[src/rtl/operand_scale_extractor.sv]
// Operand scale extractor: splits aligned sign-magnitude blocks into
// per-lane micro-scales plus right-shifted magnitudes, so that shifting
// each magnitude back left by its lane scale restores the input.
// Lanes are processed LANES_PER_CYCLE at a time over a fixed number of
// SCAN cycles, which gives a latency that does not depend on the data.

// One lane: looks at the four elements of its 1:4 group, picks its own
// pair (hi selects the upper pair), and derives scale and shifted pair.
module operand_scale_lane #(
    parameter int ELEM_W  = 8,
    parameter int SCALE_W = 8
) (
    input  logic [4*ELEM_W-1:0] quad,
    input  logic                hi,
    input  logic                mode,
    output logic [SCALE_W-1:0]  scale,
    output logic [2*ELEM_W-1:0] elems
);
    localparam int MAG_W = ELEM_W - 1;
    localparam int TZ_W  = $clog2(MAG_W + 1);

    // Trailing-zero count; a zero magnitude returns MAG_W so it never wins the min.
    function automatic logic [TZ_W-1:0] tz_of(input logic [MAG_W-1:0] m);
        tz_of = TZ_W'(MAG_W);
        for (int i = MAG_W - 1; i >= 0; i--)
            if (m[i]) tz_of = TZ_W'(i);
    endfunction

    logic [TZ_W-1:0]   s_min;
    logic [TZ_W-1:0]   s;
    logic [ELEM_W-1:0] e;

    // Minimum trailing zeros over the elements sharing this scale, then shift the own pair.
    always_comb begin
        s_min = TZ_W'(MAG_W);
        for (int k = 0; k < 4; k++)
            if ((mode || ((k >= 2) == hi)) && (tz_of(quad[k*ELEM_W +: MAG_W]) < s_min))
                s_min = tz_of(quad[k*ELEM_W +: MAG_W]);
        // All-zero group keeps scale 0
        s = (s_min == TZ_W'(MAG_W)) ? '0 : s_min;
        scale = SCALE_W'(s);
        elems = '0;
        for (int p = 0; p < 2; p++) begin
            e = quad[((hi ? 2 : 0) + p)*ELEM_W +: ELEM_W];
            elems[p*ELEM_W +: ELEM_W] = {e[ELEM_W-1], MAG_W'(e[MAG_W-1:0] >> s)};
        end
    end
endmodule

module operand_scale_extractor #(
    parameter int NUM_ELEM        = 32,
    parameter int NUM_LANES       = 16,
    parameter int ELEM_W          = 8,
    parameter int SCALE_W         = 8,
    parameter int LANES_PER_CYCLE = 4
) (
    input  logic                          clk,
    input  logic                          rst_n,
    input  logic                          valid_in,
    output logic                          ready_in,
    input  logic [NUM_ELEM*ELEM_W-1:0]    in_elements,
    input  logic                          in_sharing_mode,
    output logic                          valid_out,
    input  logic                          ready_out,
    output logic [NUM_ELEM*ELEM_W-1:0]    out_elements,
    output logic [NUM_LANES*SCALE_W-1:0]  out_micro_scales,
    output logic                          out_sharing_mode
);
    localparam int NUM_STEPS = NUM_LANES / LANES_PER_CYCLE;
    localparam int CNT_W     = (NUM_STEPS > 1) ? $clog2(NUM_STEPS) : 1;
    localparam int WIN_EW    = LANES_PER_CYCLE * 2 * ELEM_W;
    localparam int WIN_SW    = LANES_PER_CYCLE * SCALE_W;

    typedef enum logic [1:0] {IDLE, SCAN, DONE} state_t;

    state_t                         state_q, state_d;
    logic [CNT_W-1:0]               cnt_q, cnt_d;
    logic [NUM_ELEM*ELEM_W-1:0]     in_elem_q, in_elem_d;
    logic                           mode_q, mode_d;
    logic [NUM_ELEM*ELEM_W-1:0]     out_elem_q, out_elem_d;
    logic [NUM_LANES*SCALE_W-1:0]   out_scale_q, out_scale_d;

    logic [WIN_EW-1:0]                             win_in;
    logic [LANES_PER_CYCLE-1:0][2*ELEM_W-1:0]      win_out;
    logic [LANES_PER_CYCLE-1:0][SCALE_W-1:0]       win_scale;

    // Elements of the lanes handled in the current SCAN step
    assign win_in = in_elem_q[cnt_q*WIN_EW +: WIN_EW];

    // Lane pairs 2g/2g+1 share one quad so 1:4 mode sees its whole group
    for (genvar j = 0; j < LANES_PER_CYCLE; j++) begin : g_lane
        operand_scale_lane #(.ELEM_W(ELEM_W), .SCALE_W(SCALE_W)) u_lane (
            .quad  (win_in[(j/2)*4*ELEM_W +: 4*ELEM_W]),
            .hi    (j % 2 == 1),
            .mode  (mode_q),
            .scale (win_scale[j]),
            .elems (win_out[j])
        );
    end

    // State register
    always_ff @(posedge clk or negedge rst_n) begin
        if (!rst_n) state_q <= IDLE;
        else        state_q <= state_d;
    end

    // Next-state: fixed NUM_STEPS scan cycles, then hold until drained
    always_comb begin
        state_d = state_q;
        case (state_q)
            IDLE:    if (valid_in) state_d = SCAN;
            SCAN:    if (cnt_q == CNT_W'(NUM_STEPS - 1)) state_d = DONE;
            DONE:    if (ready_out) state_d = IDLE;
            default: state_d = IDLE;
        endcase
    end

    // Handshake outputs depend only on state
    always_comb begin
        ready_in  = (state_q == IDLE);
        valid_out = (state_q == DONE);
    end

    // Datapath next values: capture on accept, fill one window per SCAN step
    always_comb begin
        cnt_d       = cnt_q;
        in_elem_d   = in_elem_q;
        mode_d      = mode_q;
        out_elem_d  = out_elem_q;
        out_scale_d = out_scale_q;
        if (state_q == IDLE && valid_in) begin
            in_elem_d = in_elements;
            mode_d    = in_sharing_mode;
            cnt_d     = '0;
        end else if (state_q == SCAN) begin
            out_elem_d[cnt_q*WIN_EW +: WIN_EW]  = win_out;
            out_scale_d[cnt_q*WIN_SW +: WIN_SW] = win_scale;
            cnt_d = cnt_q + CNT_W'(1);
        end
    end

    // Datapath registers
    always_ff @(posedge clk or negedge rst_n) begin
        if (!rst_n) begin
            cnt_q       <= '0;
            in_elem_q   <= '0;
            mode_q      <= 1'b0;
            out_elem_q  <= '0;
            out_scale_q <= '0;
        end else begin
            cnt_q       <= cnt_d;
            in_elem_q   <= in_elem_d;
            mode_q      <= mode_d;
            out_elem_q  <= out_elem_d;
            out_scale_q <= out_scale_d;
        end
    end

    assign out_elements     = out_elem_q;
    assign out_micro_scales = out_scale_q;
    assign out_sharing_mode = mode_q;
endmodule

[config.mk]
export PLATFORM = sky130hd
export DESIGN_NAME = operand_scale_extractor
export DESIGN_NICKNAME = d
export VERILOG_FILES = /design/src/rtl/operand_scale_extractor.sv
export SDC_FILE = /design/constraint.sdc
export NUM_CORES = 1
export LEC_CHECK = 0
export BUFFER_PORTS_ARGS = -buffer_cell sky130_fd_sc_hd__buf_2
export CELL_PAD_IN_SITES_DETAIL_PLACEMENT = 1
export CELL_PAD_IN_SITES_GLOBAL_PLACEMENT = 2
export CORE_MARGIN = 2
export CORE_UTILIZATION = 40
export DETAILED_ROUTE_END_ITERATION = 10
export PLACE_DENSITY_LB_ADDON = 0.1
export SETUP_SLACK_MARGIN = 0.15
export SLEW_MARGIN = 20
export SYNTH_ARGS = -nofsm -noshare
export SYNTH_HDL_FRONTEND = slang
export SYNTH_HIERARCHICAL = 1
export SYNTH_SLANG_ARGS = --single-unit
[constraint.sdc]
create_clock -name clk -period 21.9 [get_ports clk]
set_input_delay 2.19 -clock clk [delete_from_list [all_inputs] [get_ports clk]]
set_output_delay 2.19 -clock clk [all_outputs]
set_load 0.005 [all_outputs]
[After elaboration in Yosys (flattened, before gate mapping)]
Cells that the tools add are included.
Operators by class
  $add $sub $neg: 3
  order comparisons: 14
  eq/ne operators: 10
  shift operators: 13
  multiplexer cells: 84
  bitwise logic cells: 1
  reductions and logical operators: 13
Operators with widths (count)
  bitwise mux 256 bit: 1
  variable shift 64 x 34 -> 256 bit (first input constant): 1
  indexed part select 256 x 9 -> 64 bit: 1
  indexed part select 64 x 34 -> 256 bit: 1
  2-to-1 mux 3 bit: 58
  bitwise mux 128 bit: 1
  variable shift 32 x 34 -> 128 bit (first input constant): 1
  indexed part select 32 x 34 -> 128 bit: 1
  >> shifter 7 x 3 -> 7 bit: 8
  < comparator 3 bit: 12
  negator 7 -> 34 bit: 1
  negator 8 -> 34 bit: 1
  2-to-1 mux 2 bit: 15
  == test 3 bit (second input constant): 4
  logical AND 1 bit: 9
  2-to-1 mux 1 bit: 8
  < comparator 3 bit (second input constant): 2
  one-hot mux 2 bit (3 select lines): 1
  == test 2 bit (second input constant): 2
  != test 2 bit (second input constant): 2
  AND reduction 3 bit: 1
  adder 2 x 1 -> 2 bit (second input constant): 1
  == test 2 x 1 -> 1 bit (second input constant): 1
  zero test 2 bit: 1
  4 further kinds: 4
Word-level totals
  register bits after elaboration: 645
  logic and storage cells: 144

[Longest topological paths before layout]
  depth after elaboration: 23
  mapped depth: 33

[Hierarchy]
Netlist, hierarchy kept.
Modules (own cells, without submodules)
  operand_scale_extractor: times used 1, cells each 1880, area each 27501.4 sq um, seq. area each 16140.5 sq um
  operand_scale_lane (g_lane[0].u_lane ...): times used 3, cells each 220, area each 1577.8 sq um, seq. area each 0.0 sq um
  operand_scale_lane (g_lane[3].u_lane): times used 1, cells each 220, area each 1594.0 sq um, seq. area each 0.0 sq um

[Worst setup path after synthesis]
OpenSTA, ideal clock, no wires.
  path kind: reg-to-reg
  start point: register cnt_q[0]
  end point: register out_elem_q[121], in the netlist out_elements[121]
  data arrival time: 7612 ps
  path slack: 14164 ps
  stages on the path, launching flop included: 30
  buffers on the path: 3
  period minus slack after synthesis: 7736 ps
  cell sequence: dfrtp_1 buf_2 buf_2 buf_2 mux4_2 nor4_1 ha_1 a211oi_2 o31ai_1 o21ba_2 or2_2 inv_1 ha_1 a211oi_1 nand2_1 nor2_1 nor2_1 ha_1 o21a_1 nor3_2 a2111oi_4 nor4_4 nor3b_4 nor2_8 inv_4 mux4_2 a22oi_1 o21ai_1 and4b_1 mux2_2
RTL lines
  from (decl): line 77  | logic [CNT_W-1:0] cnt_q, cnt_d;
  from (signal assigned): line 151  | cnt_q <= cnt_d;
  to (signal assigned): line 154  | out_elem_q <= out_elem_d;
  to (decl): line 80  | logic [NUM_ELEM*ELEM_W-1:0] out_elem_q, out_elem_d;

==> impl_metrics.yaml <==
synth:
  synth.avg_cell_area_um2: 12.26
  ys_types: 78
  synth_top_family_by_area: "multiplexers"
  synth_compound_area_share_pct: 14.96
  synth-edff-count: 0
  yosysWarnings: 6
  synth_fa_ha_area_share_pct: 1.110
  synth-xor-area-share_pct: 0
  yosysTopAreaCellShare_pct: 47.71
  synthFlopType: "dfrtp_1"
  synth_top_cell_by_area: "dfrtp_1"
  muxShareOfSynthArea_pct: 19.16
  synth-simple-area-share_pct: 11.35
  ys_seq_area_share_pct: 47.71
  synth-seq-cells: 645
  synthArstFlopShare_pct: 100.0
  synthesis.area_mm2: 0.03383
  syn_inst: 2760
  synth.area.top_cells: "dfrtp_1 (48%), mux2_2 (12%), mux4_2 (5.9%)"
setup_path:
  cp_data_required_time_ns: 22.43
  slowest_delay_ns: 0.78
  crit_type: "reg -> reg"
  critPathMaxFanout: 39
  cpMostUsedCell: "ha_1"
  startpoint_type: "flip-flop"
  cp_data_arrival_time_ns: 10.39
  crit_slowest_cell: "dfrtp_4"
  cp-end-kind: "flip-flop"
detailed_routing:
  routed_wl_um: 140100
  firstDrtPassIters: 5
  vias: 27471
  wl_per_cell_um: 31.11
  drt-initial-drc-count: 1729
  viasPerCell: 6.101
  ant_nets: 0
  drc: 0
global_routing:
  grt_max_degree: 183
  antenna_found_initial: 15
  grt_use_total_pct: 31.88
  first_global_vias: 29292
  gr-total-overflow: 0
  grt_pass1_wl_um: 205200
timing:
  slew_headroom_pct: 24.69
  rsz0062_at_grt: "no"
  fmax_mhz: 101.5
  setup_viol: 0
  fin_crit_sh_pct: 45.01
  skew_ns: 0.03186
  slew_viol_final: 0
  fin_ws_ns: 12.04
  finalHoldViolations: 0
  period_minus_slack_ns: 9.856
  tightestPinTransition_ns: 1.130
  setup_tns_ns: 0
cts:
  cts_resized: 0
  post-cts-setup-buffer-count: 0
  cts_tree: "yes"
  cts_hold_repair.buffers: 0
  cts_num_sinks: 645
  insertion_delay_ns: 0.65
  cts.clk_slew.worst_paths_ns: 0.06
  htree_num_levels: 3
  cts.path.max_buffers: 3
  numCtsBuffers: 75
  root_buffer: "clkbuf_16"
die:
  core_mm2: 0.08369
  die_x_um: 294.8
  start_util_pct: 40.42
  ioPinCount: 648
  core.rowCount: 106
  dieArea_mm2: 0.08691
  die_y_um: 294.8
final_layout:
  syn_to_final_growth_pct: 19.16
  layout_commonest_cell: "buf_2"
  finalNetCount: 3595
  final_core_util_pct: 48.17
  drive_gt1_share_pct: 40.16
  layout_common_cells: "buf_2 (646), dfrtp_1 (641), mux2_2 (368), a32o_1 (192), inv_1 (154)"
job:
  maxCapViolations: 0
placement:
  port_buffers: 647
  dp_hpwl_um: 99300
  place.gp.congestion: 0.8804
  dp_slack_ns: 12.03
run_status:
  outcome: "completed"
min_path:
  hp-class: "reg -> reg"
[critical path, delay by kind of cell (launching register included)]
| kind | cells | cell delay (ns) |
|---|---|---|
| muxes | 4 | 1.80 |
| buffers and inverters | 4 | 1.55 |
| adders and majority gates | 3 | 0.90 |
| DFF | 1 | 0.78 |
| AOI/OAI and AO/OA | 9 | 2.31 |
| and+or+nand+nor | 10 | 2.33 |
[registers in the layout, indices dropped and copies added (netlist names)]
| register | flops |
|---|---|
| out_micro_scales | 128 |
| out_sharing_mode | 1 |
| cnt_q | 2 |
| in_elem_q | 256 |
| state_q | 2 |
| out_elements | 256 |
[kinds of logic after synthesis]
family | count (synthesis)
AOI/OAI and AO/OA | 618
adders and majority gates | 30
buffers and inverters | 420
DFF | 645
muxes | 484
other | 6
and+or+nand+nor | 557
[synthesized netlist by cell type (all sizes together) (9+ instances only)]
| cell | n |
|---|---|
| nor2 | 102 |
| a32o | 192 |
| o22ai | 106 |
| buf | 126 |
| o31ai | 9 |
| and4b | 95 |
| ha | 30 |
| nand2b | 24 |
| nor3 | 60 |
| mux2 | 376 |
| o32a | 12 |
| and3 | 16 |
| o21ai | 72 |
| dfrtp | 645 |
| inv | 162 |
| o211ai | 32 |
| nand4b | 97 |
| clkbuf | 132 |
| a21o | 17 |
| a211o | 16 |
| nor3b | 13 |
| nand4 | 12 |
| a21oi | 44 |
| nor2b | 21 |
| a211oi | 28 |
| nand2 | 56 |
| nor4 | 20 |
| mux4 | 92 |
| mux2i | 16 |
[routing by layer]
metal  routed length [um]  vias to the layer above  global-route usage (%)
li1                     -                    11725                       -
met1                54530                    14476                   38.51
met2                70400                      977                   55.12
met3                 7462                      285                   5.022
met4                 7641                        8                   15.95
met5                   53                        -                       0
[final timing paths]
check / startpoint / to / slack, ns / cells past startpoint
max: cnt_q[0] / out_elements[80] / 12.04 / 30
min: out_elements[37] / out_elements[37] / 0.49 / 1
max reg2reg: cnt_q[0] / out_elements[80] / 12.04 / 30
min reg2reg: out_elements[37] / out_elements[37] / 0.49 / 1
max in group asynchronous: rst_n / out_elements[128] / 18.29 / 3
min in group asynchronous: rst_n / in_elem_q[20] / 1.43 / 1
[final cells by class]
type / instances / area [um2]
Fill cell: 8890 / 43380
Sequential cell: 645 / 16160
Multi-Input combinational cell: 1733 / 16000
Timing Repair Buffer: 687 / 3621
Clock buffer: 116 / 2242
Tap cell: 1134 / 1419
Inverter: 162 / 610.6
Clock inverter: 16 / 232.7
Antenna cell: 10 / 25.02
[per-stage QoR]
stage | cells | area (um2) | hold WS, ns
2_1_floorplan | 2798 | 33970 | 0.4526
3_3_place_gp | 4359 | 37750 | 0.4676
3_5_place_dp | 4359 | 37750 | 0.4760
4_1_cts | 4491 | 40220 | 0.4893
5_1_grt | 4502 | 40310 | 0.4981
6_report | 4503 | 40310 | 0.4876
Power is not shown: default switching activity piles up to over one toggle a cycle in this logic, so the estimate is an artifact.
